===== src/rtl/locker_pkg.sv =====
// Shared definitions for the locker keypad: key codes, arbiter states and
// small helpers used by btn_conditioner and by the combination FSM.
package locker_pkg;

  localparam int NUM_KEYS = 6;

  typedef logic [3:0] key_code_t;

  localparam key_code_t KEY_NONE = 4'd0;
  localparam key_code_t KEY_A    = 4'd1;
  localparam key_code_t KEY_B    = 4'd2;
  localparam key_code_t KEY_C    = 4'd3;
  localparam key_code_t KEY_D    = 4'd4;
  localparam key_code_t KEY_E    = 4'd5;
  localparam key_code_t KEY_F    = 4'd6;

  typedef enum logic [0:0] {
    ARB_IDLE = 1'b0,
    ARB_HELD = 1'b1
  } arb_state_e;

  // Highest-priority set bit wins; bit 0 is key A (highest), bit 5 is key F.
  function automatic key_code_t key_encode(input logic [NUM_KEYS-1:0] v);
    key_code_t code;
    code = KEY_NONE;
    for (int i = NUM_KEYS - 1; i >= 0; i--) begin
      if (v[i]) code = key_code_t'(i + 1);
    end
    return code;
  endfunction

  // One-hot button vector for a key code; all zero for KEY_NONE.
  function automatic logic [NUM_KEYS-1:0] key_onehot(input key_code_t code);
    logic [NUM_KEYS-1:0] oh;
    oh = '0;
    for (int i = 0; i < NUM_KEYS; i++) begin
      if (code == key_code_t'(i + 1)) oh[i] = 1'b1;
    end
    return oh;
  endfunction

endpackage


===== src/rtl/btn_debounce.sv =====
// One button: 2-flop synchroniser followed by a counter-based debouncer.
// DEB changes only after the synchronised input has differed from it for
// DEBOUNCE_CYCLES consecutive cycles; any agreeing cycle restarts the count.
module btn_debounce #(
  parameter int DEBOUNCE_CYCLES = 16,
  parameter int CNT_W           = $clog2(DEBOUNCE_CYCLES + 1)
) (
  input  logic CLK,
  input  logic RST,
  input  logic RAW,
  output logic DEB
);

  localparam logic [CNT_W-1:0] CNT_LAST = CNT_W'(DEBOUNCE_CYCLES - 1);
  localparam logic [CNT_W-1:0] CNT_ONE  = CNT_W'(1);

  logic             sync1;
  logic             sync2;
  logic [CNT_W-1:0] cnt;

  // Synchronise the raw level, then count stable disagreement before toggling DEB.
  always_ff @(posedge CLK) begin
    if (RST) begin
      sync1 <= 1'b0;
      sync2 <= 1'b0;
      cnt   <= '0;
      DEB   <= 1'b0;
    end else begin
      sync1 <= RAW;
      sync2 <= sync1;
      if (sync2 != DEB) begin
        if (cnt == CNT_LAST) begin
          DEB <= sync2;
          cnt <= '0;
        end else begin
          cnt <= cnt + CNT_ONE;
        end
      end else begin
        cnt <= '0;
      end
    end
  end

endmodule


===== src/rtl/btn_conditioner.sv =====
// Keypad front end: six debounced buttons, rising-edge detect, fixed
// priority A > B > C > D > E > F, and an optional held-key lockout.
// Configuration macro: BTN_LOCKOUT_EN. When defined, after one pulse no
// further pulse is issued until every button has been debounced-released.
// KEY_VALID qualifies KEY_CODE and BTNA..BTNF for exactly one cycle; there is
// no ready/backpressure, the consumer must take the pulse in that cycle.
// ARB_STATE exposes the arbiter state for observation.
module btn_conditioner
  import locker_pkg::*;
#(
  parameter int DEBOUNCE_CYCLES = 16,
  parameter int CNT_W           = $clog2(DEBOUNCE_CYCLES + 1)
) (
  input  logic       CLK,
  input  logic       RST,
  input  logic       BTNA_RAW,
  input  logic       BTNB_RAW,
  input  logic       BTNC_RAW,
  input  logic       BTND_RAW,
  input  logic       BTNE_RAW,
  input  logic       BTNF_RAW,
  output logic       BTNA,
  output logic       BTNB,
  output logic       BTNC,
  output logic       BTND,
  output logic       BTNE,
  output logic       BTNF,
  output logic [3:0] KEY_CODE,
  output logic       KEY_VALID,
  output logic       ANY_HELD,
  output arb_state_e ARB_STATE
);

  logic [NUM_KEYS-1:0] raw;
  logic [NUM_KEYS-1:0] deb;
  logic [NUM_KEYS-1:0] deb_q;
  logic [NUM_KEYS-1:0] rise;
  logic [NUM_KEYS-1:0] btn_q;
  key_code_t           win_code;
  key_code_t           key_code_q;
  logic                key_valid_q;
  logic                any_held_q;
  arb_state_e          state;

  assign raw = {BTNF_RAW, BTNE_RAW, BTND_RAW, BTNC_RAW, BTNB_RAW, BTNA_RAW};

  for (genvar i = 0; i < NUM_KEYS; i++) begin : g_deb
    btn_debounce #(
      .DEBOUNCE_CYCLES(DEBOUNCE_CYCLES),
      .CNT_W          (CNT_W)
    ) u_deb (
      .CLK(CLK),
      .RST(RST),
      .RAW(raw[i]),
      .DEB(deb[i])
    );
  end

  // deb is the freshly debounced level, deb_q its previous value.
  assign rise     = deb & ~deb_q;
  assign win_code = key_encode(rise);

  // Arbiter: pulse the winning rising edge; with lockout, wait for full release.
  always_ff @(posedge CLK) begin
    if (RST) begin
      state       <= ARB_IDLE;
      deb_q       <= '0;
      btn_q       <= '0;
      key_code_q  <= KEY_NONE;
      key_valid_q <= 1'b0;
      any_held_q  <= 1'b0;
    end else begin
      deb_q       <= deb;
      any_held_q  <= |deb;
      btn_q       <= '0;
      key_code_q  <= KEY_NONE;
      key_valid_q <= 1'b0;
      case (state)
        ARB_IDLE: begin
          if (win_code != KEY_NONE) begin
            btn_q       <= key_onehot(win_code);
            key_code_q  <= win_code;
            key_valid_q <= 1'b1;
`ifdef BTN_LOCKOUT_EN
            state       <= ARB_HELD;
`else
            state       <= ARB_IDLE;
`endif
          end
        end
        ARB_HELD: begin
          if (deb == '0) state <= ARB_IDLE;
        end
        default: state <= ARB_IDLE;
      endcase
    end
  end

  assign BTNA      = btn_q[0];
  assign BTNB      = btn_q[1];
  assign BTNC      = btn_q[2];
  assign BTND      = btn_q[3];
  assign BTNE      = btn_q[4];
  assign BTNF      = btn_q[5];
  assign KEY_CODE  = key_code_q;
  assign KEY_VALID = key_valid_q;
  assign ANY_HELD  = any_held_q;
  assign ARB_STATE = state;

endmodule


===== config.mk =====
export PLATFORM = sky130hd
export DESIGN_NAME = btn_conditioner
export DESIGN_NICKNAME = d
export VERILOG_FILES = /design/src/rtl/locker_pkg.sv /design/src/rtl/btn_debounce.sv /design/src/rtl/btn_conditioner.sv
export SDC_FILE = /design/constraint.sdc
export NUM_CORES = 1
export LEC_CHECK = 0
export BUFFER_PORTS_ARGS = -buffer_cell sky130_fd_sc_hd__buf_2
export CAP_MARGIN = 40
export CELL_PAD_IN_SITES_DETAIL_PLACEMENT = 0
export CELL_PAD_IN_SITES_GLOBAL_PLACEMENT = 1
export CORE_MARGIN = 2
export CORE_UTILIZATION = 40
export CTS_BUF_LIST = sky130_fd_sc_hd__clkbuf_8
export DETAILED_ROUTE_END_ITERATION = 10
export GPL_ROUTABILITY_DRIVEN = 0
export PLACE_DENSITY_LB_ADDON = 0.1
export SETUP_SLACK_MARGIN = 0.1
export SLEW_MARGIN = 20
export SYNTH_ARGS = -nofsm -noshare
export SYNTH_HDL_FRONTEND = slang
export SYNTH_HIERARCHICAL = 1
export SYNTH_SLANG_ARGS = --single-unit

===== constraint.sdc =====
create_clock -name CLK -period 2 [get_ports CLK]
set_clock_uncertainty 0.1 [all_clocks]
set_input_delay 0.2 -clock CLK [delete_from_list [all_inputs] [get_ports CLK]]
set_output_delay 0.2 -clock CLK [all_outputs]
set_load 0.02 [all_outputs]

# Yosys cells after proc, flatten, opt, wreduce, memory -nomap -nowiden
# Index checks and enable logic that the tools add are counted.
word_totals:
  reg_bits: 67
classes:
  n_addsub: 6
  eq_ne: 18
  muxes: 15
  bitwise: 10
  reduce_logical: 17
ops:
  columns: ["op", "n"]
  rows:
  - ["adder 5 x 1 -> 5 bit, second input constant", 6]
  - ["equality test 5 x 4 -> 1 bit, second input constant", 6]
  - ["OR reduction 3 bit", 7]
  - ["2-to-1 mux 4 bit", 5]
  - ["equality test 4 x 3 -> 1 bit, second input constant", 3]
  - ["AND reduction 2 bit", 6]
  - ["equality test 4 x 2 -> 1 bit, second input constant", 2]
  - ["2-to-1 mux 1 bit", 8]
  - ["NOT 1 bit", 8]
  - ["AND 6 bit", 1]
  - ["zero test 6 bit", 1]
  - ["inequality test 1 bit", 6]
  - ["NOT 6 bit", 1]
  - ["OR reduction 6 bit", 1]
  - ["equality test 4 x 1 -> 1 bit, second input constant", 1]
  - ["nonzero test 4 bit", 1]
  - ["2-to-1 mux 3 bit", 1]
  - ["case mux 1 bit (2 select lines)", 1]
  - ["OR reduction 2 bit", 1]

# Longest topological paths before layout
depth:
  ltp_word: 11
  ltp_mapped: 5
  ltp_nobuf: 5

# Modules after synthesis
# Netlist, hierarchy kept.
modules_own_cells:
  columns: ["mod", "instances", "cells_per_inst", "area_each_um2"]
  rows:
  - ["btn_debounce", 6, 27, 286.5]
  - ["btn_conditioner", 1, 60, 681.9]

# Worst setup path after synthesis
# OpenSTA, ideal clock, no wires.
synth_path:
  path_kind: "register to register"
  startpoint: "reg g_deb[0].u_deb.cnt[0]"
  endpoint: "reg g_deb[0].u_deb.cnt[2]"
  setup_time_ns: 0.064
  arrival_time_ns: 1.372
  slack_ns: 0.463
  stages_incl_launch_ff: 6
  n_path_buf: 0
  synth_period_minus_slack_ns: 1.537
  cell_sequence: "dfxtp_1 ha_1 and3_1 ha_1 or3_4 nor2_1"
synth_between:
  elab_chain_cells: 2
synth_lines:
  columns: ["element", "line_no", "text"]
  rows:
  - ["start, declared", "btn_debounce.sv:19", "logic [CNT_W-1:0] cnt;"]
  - ["start signal, assigned", "btn_debounce.sv:36", "cnt <= cnt + CNT_ONE;"]
  - ["branches (longest 2 deep; another with adder 5 x 1 -> 5 bit)", null, null]
# Parallel ways; which one is timed is not known.
# A chain may end at the register's enable or synchronous reset.

# Worst setup path in the final report
layout_path:
  startpoint: "reg g_deb[3].u_deb.cnt[0]"
  endpoint: "reg g_deb[3].u_deb.cnt[2]"
layout_between:
  elab_chain_cells: 2
layout_lines:
  columns: ["element", "line_no"]
  rows:
  - ["start, declared", "btn_debounce.sv:19"]
  - ["start signal, assigned", "btn_debounce.sv:36"]
  - ["branches (longest 2 deep; another with adder 5 x 1 -> 5 bit)", null]
# Parallel ways; which one is timed is not known.

==> flow_summary.ini <==
[timing]
fmaxAchievable_ghz = 0.614
tightest_slew_ns = 0.641
fin_tns_setup_ns = 0
period_share = 0.815
maxSlewViolCount = 0
period_needed_ns = 1.63
rsz0062_at_grt = no
slew_headroom = 0.573
fin_ws_ns = 0.370
finalHoldViolCount = 0
setup_viol = 0

[synth]
synth_cell_type_count = 32
synth-seq-cells = 66
seq_area_frac_synth = 0.550
yosysWarningCount = 6
syn_avg_cell_area_um2 = 10.8
syn-cell-area_um2 = 2400
synth_cells = 222
syn_nets = 242

[cells_and_area]
final_cell_mix = 66 x dfxtp_1, 42 x nor2_1, 19 x buf_2
stdcell_count = 332
syn2layout_area_growth_pct = 15.7
final_common_cell = dfxtp_1
nNetsFinal = 276
finish.utilization = 0.475
layout-drive-gt1-share = 0.163
fillers = 565
diodes = 0

[setup_path]
start_kind = register
cp_max_fo = 5
path_class = reg2reg
arrival_ns = 1.79
required_ns = 2.16
critPathCaptureType = register

[clocking]
clockRootBuffer = clkbuf_8
cts.sinks = 66
cts-buffers-inserted = 9
postCtsSetupBuffers = 0
cts_resized = 0
clock_latency_ns = 0.33
clockBufferDepth = 2
hold_buffers = 6
cts_tree = done
htree_levels = 3
clk_pin_slew_ns = 0.06

[pwr]
seq_power_share = 0.589
p_comb_frac = 0.027
p_sw_frac = 0.202
clockPowerShare = 0.385
p_switching_uw = 460
p_leak_nw = 1.14
ir_worst_vdd_mv = 0.469
p_int_mw = 1.81
powerDensity_nw_per_um2 = 818

[global_routing]
grt_pass1_wl_um = 5530
grt_pass1_vias = 1282
use_met1 = 0.144
overflow = 0
antenna_found_initial = 0
grt_usage = 0.113
grt_start_max_net_pins = 35
grt_util_met2 = 0.151
busiest_layer = met2
use_met3 = 0.0396

[drt]
drt_iter0_drc = 22
via_per_inst = 4.33
drc = 0
ant_nets = 0
routed_wirelength_um = 3180
wire_per_inst_um = 9.57
dr.pass1.iters = 2
dr_total_vias = 1438

[run]
cap_violations = 0

[hold_path]
hold_class = in2reg

[floorplan]
rows = 28
io-pin-count = 21
die_x_um = 81.5
coreArea_um2 = 5850
initial_core_util = 0.410
die_h_um = 81.5
dieArea_um2 = 6640

[place]
pre_cts_ws_ns = 0.370
io_buffers = 19
dp.cells = 314
hpwl_um = 2190

[outcome]
status = complete, no violations
[path summary, 6_finish.rpt]
kind	startpoint	end	slack, ns	depth (start not counted)
max	g_deb[3].u_deb/cnt[0]	g_deb[3].u_deb/cnt[2]	0.37	5
max reg2reg	g_deb[3].u_deb/cnt[0]	g_deb[3].u_deb/cnt[2]	0.37	5
min	RST	g_deb[5].u_deb/DEB	0.28	2
min reg2reg	g_deb[5].u_deb/sync1	g_deb[5].u_deb/sync2	0.34	1
[synthesized netlist by cell type]
master     n  area [µm²]
nor4_1     1        6.26
a211oi_1   2        15.0
nand2b_2   1        8.76
mux2i_1    6        60.1
nor2b_1   15        93.8
and2b_1    8        60.1
nand2b_4   1        13.8
nand2_1    1        3.75
a21boi_1   2        15.0
a21oi_1    2        10.0
a311oi_1   1        8.76
nand3b_1   1        7.51
nand4_4    1        21.3
and3_1     6        37.5
ha_1      12         150
o21ai_1    1        5.00
nand3_1    6        30.0
buf_4      1        7.51
nand2b_1   2        12.5
dfxtp_1   66        1320
nor3_1     2        10.0
inv_1     12        45.0
nor2_1    42         158
nor4b_4    1        23.8
nor2_8     1        20.0
conb_1     1        3.75
and2_1     1        6.26
xnor2_1   12         105
xor2_1     6        52.6
buf_6      1        11.3
or3_4      6        67.6
nand3_2    1        10.0
[cell families after synthesis]
family | after synthesis | synth area share
xor+xnor | 18 | 0.0657
buf+inv | 14 | 0.0266
simple gates | 97 | 0.246
compound gates | 8 | 0.0224
other cells | 1 | 0.00156
fa+ha+maj | 12 | 0.0625
flops | 66 | 0.550
mux | 6 | 0.0250
[sequential cells by signal, summed over array words and instances, names as in the netlist]
name,count
ANY_HELD,1
ARB_STATE,1
KEY_CODE,3
KEY_VALID,1
btn_q,6
deb_q,6
g_deb.u_deb/DEB,6
g_deb.u_deb/cnt,30
g_deb.u_deb/sync1,6
g_deb.u_deb/sync2,6
[critical path, stage by stage (launching register included)]
cell and delay, ns:
dfxtp_1 0.32, ha_1 0.21, and3_1 0.19, ha_1 0.20
or3_4 0.42, nor2_1 0.12
[layout make-up]
cell class	instances	area (µm²)	share of cell area
Clock buffer	10	138	0.0495
Sequential cell	66	1320	0.476
Inverter	12	45.0	0.0162
Tap cell	75	93.8	0.0338
Clock inverter	2	8.76	0.00315
Multi-Input combinational cell	142	1020	0.366
Timing Repair Buffer	25	155	0.0559
[metrics by stage]
stage          area, µm²  total power, mW  hold WS, ns
6_report            2780             2.27        0.284
5_1_grt             2780             2.38        0.314
4_1_cts             2780             2.31        0.288
3_5_place_dp        2570             1.42        0.312
3_3_place_gp        2570             1.42        0.306
2_1_floorplan       2400             1.40        0.172
[per-layer routing]
metal | wire, µm | vias to the layer above | part of all wire
met3 | 171 | 11 | 0.054
met5 | 0 | - | 0
met2 | 1230 | 26 | 0.39
li1 | - | 778 | -
met4 | 105 | 0 | 0.033
met1 | 1670 | 623 | 0.53
[power by group through the flow]
stage	logic (mW)	clock network (mW)	registers, mW
after global placement	0.0533	0	1.37
after global routing	0.0686	0.973	1.34
after floorplan	0.0391	0	1.36
after CTS	0.0627	0.910	1.34
after detailed placement	0.0536	0	1.37
final	0.0612	0.873	1.34
(Power assumes the default switching activity.)
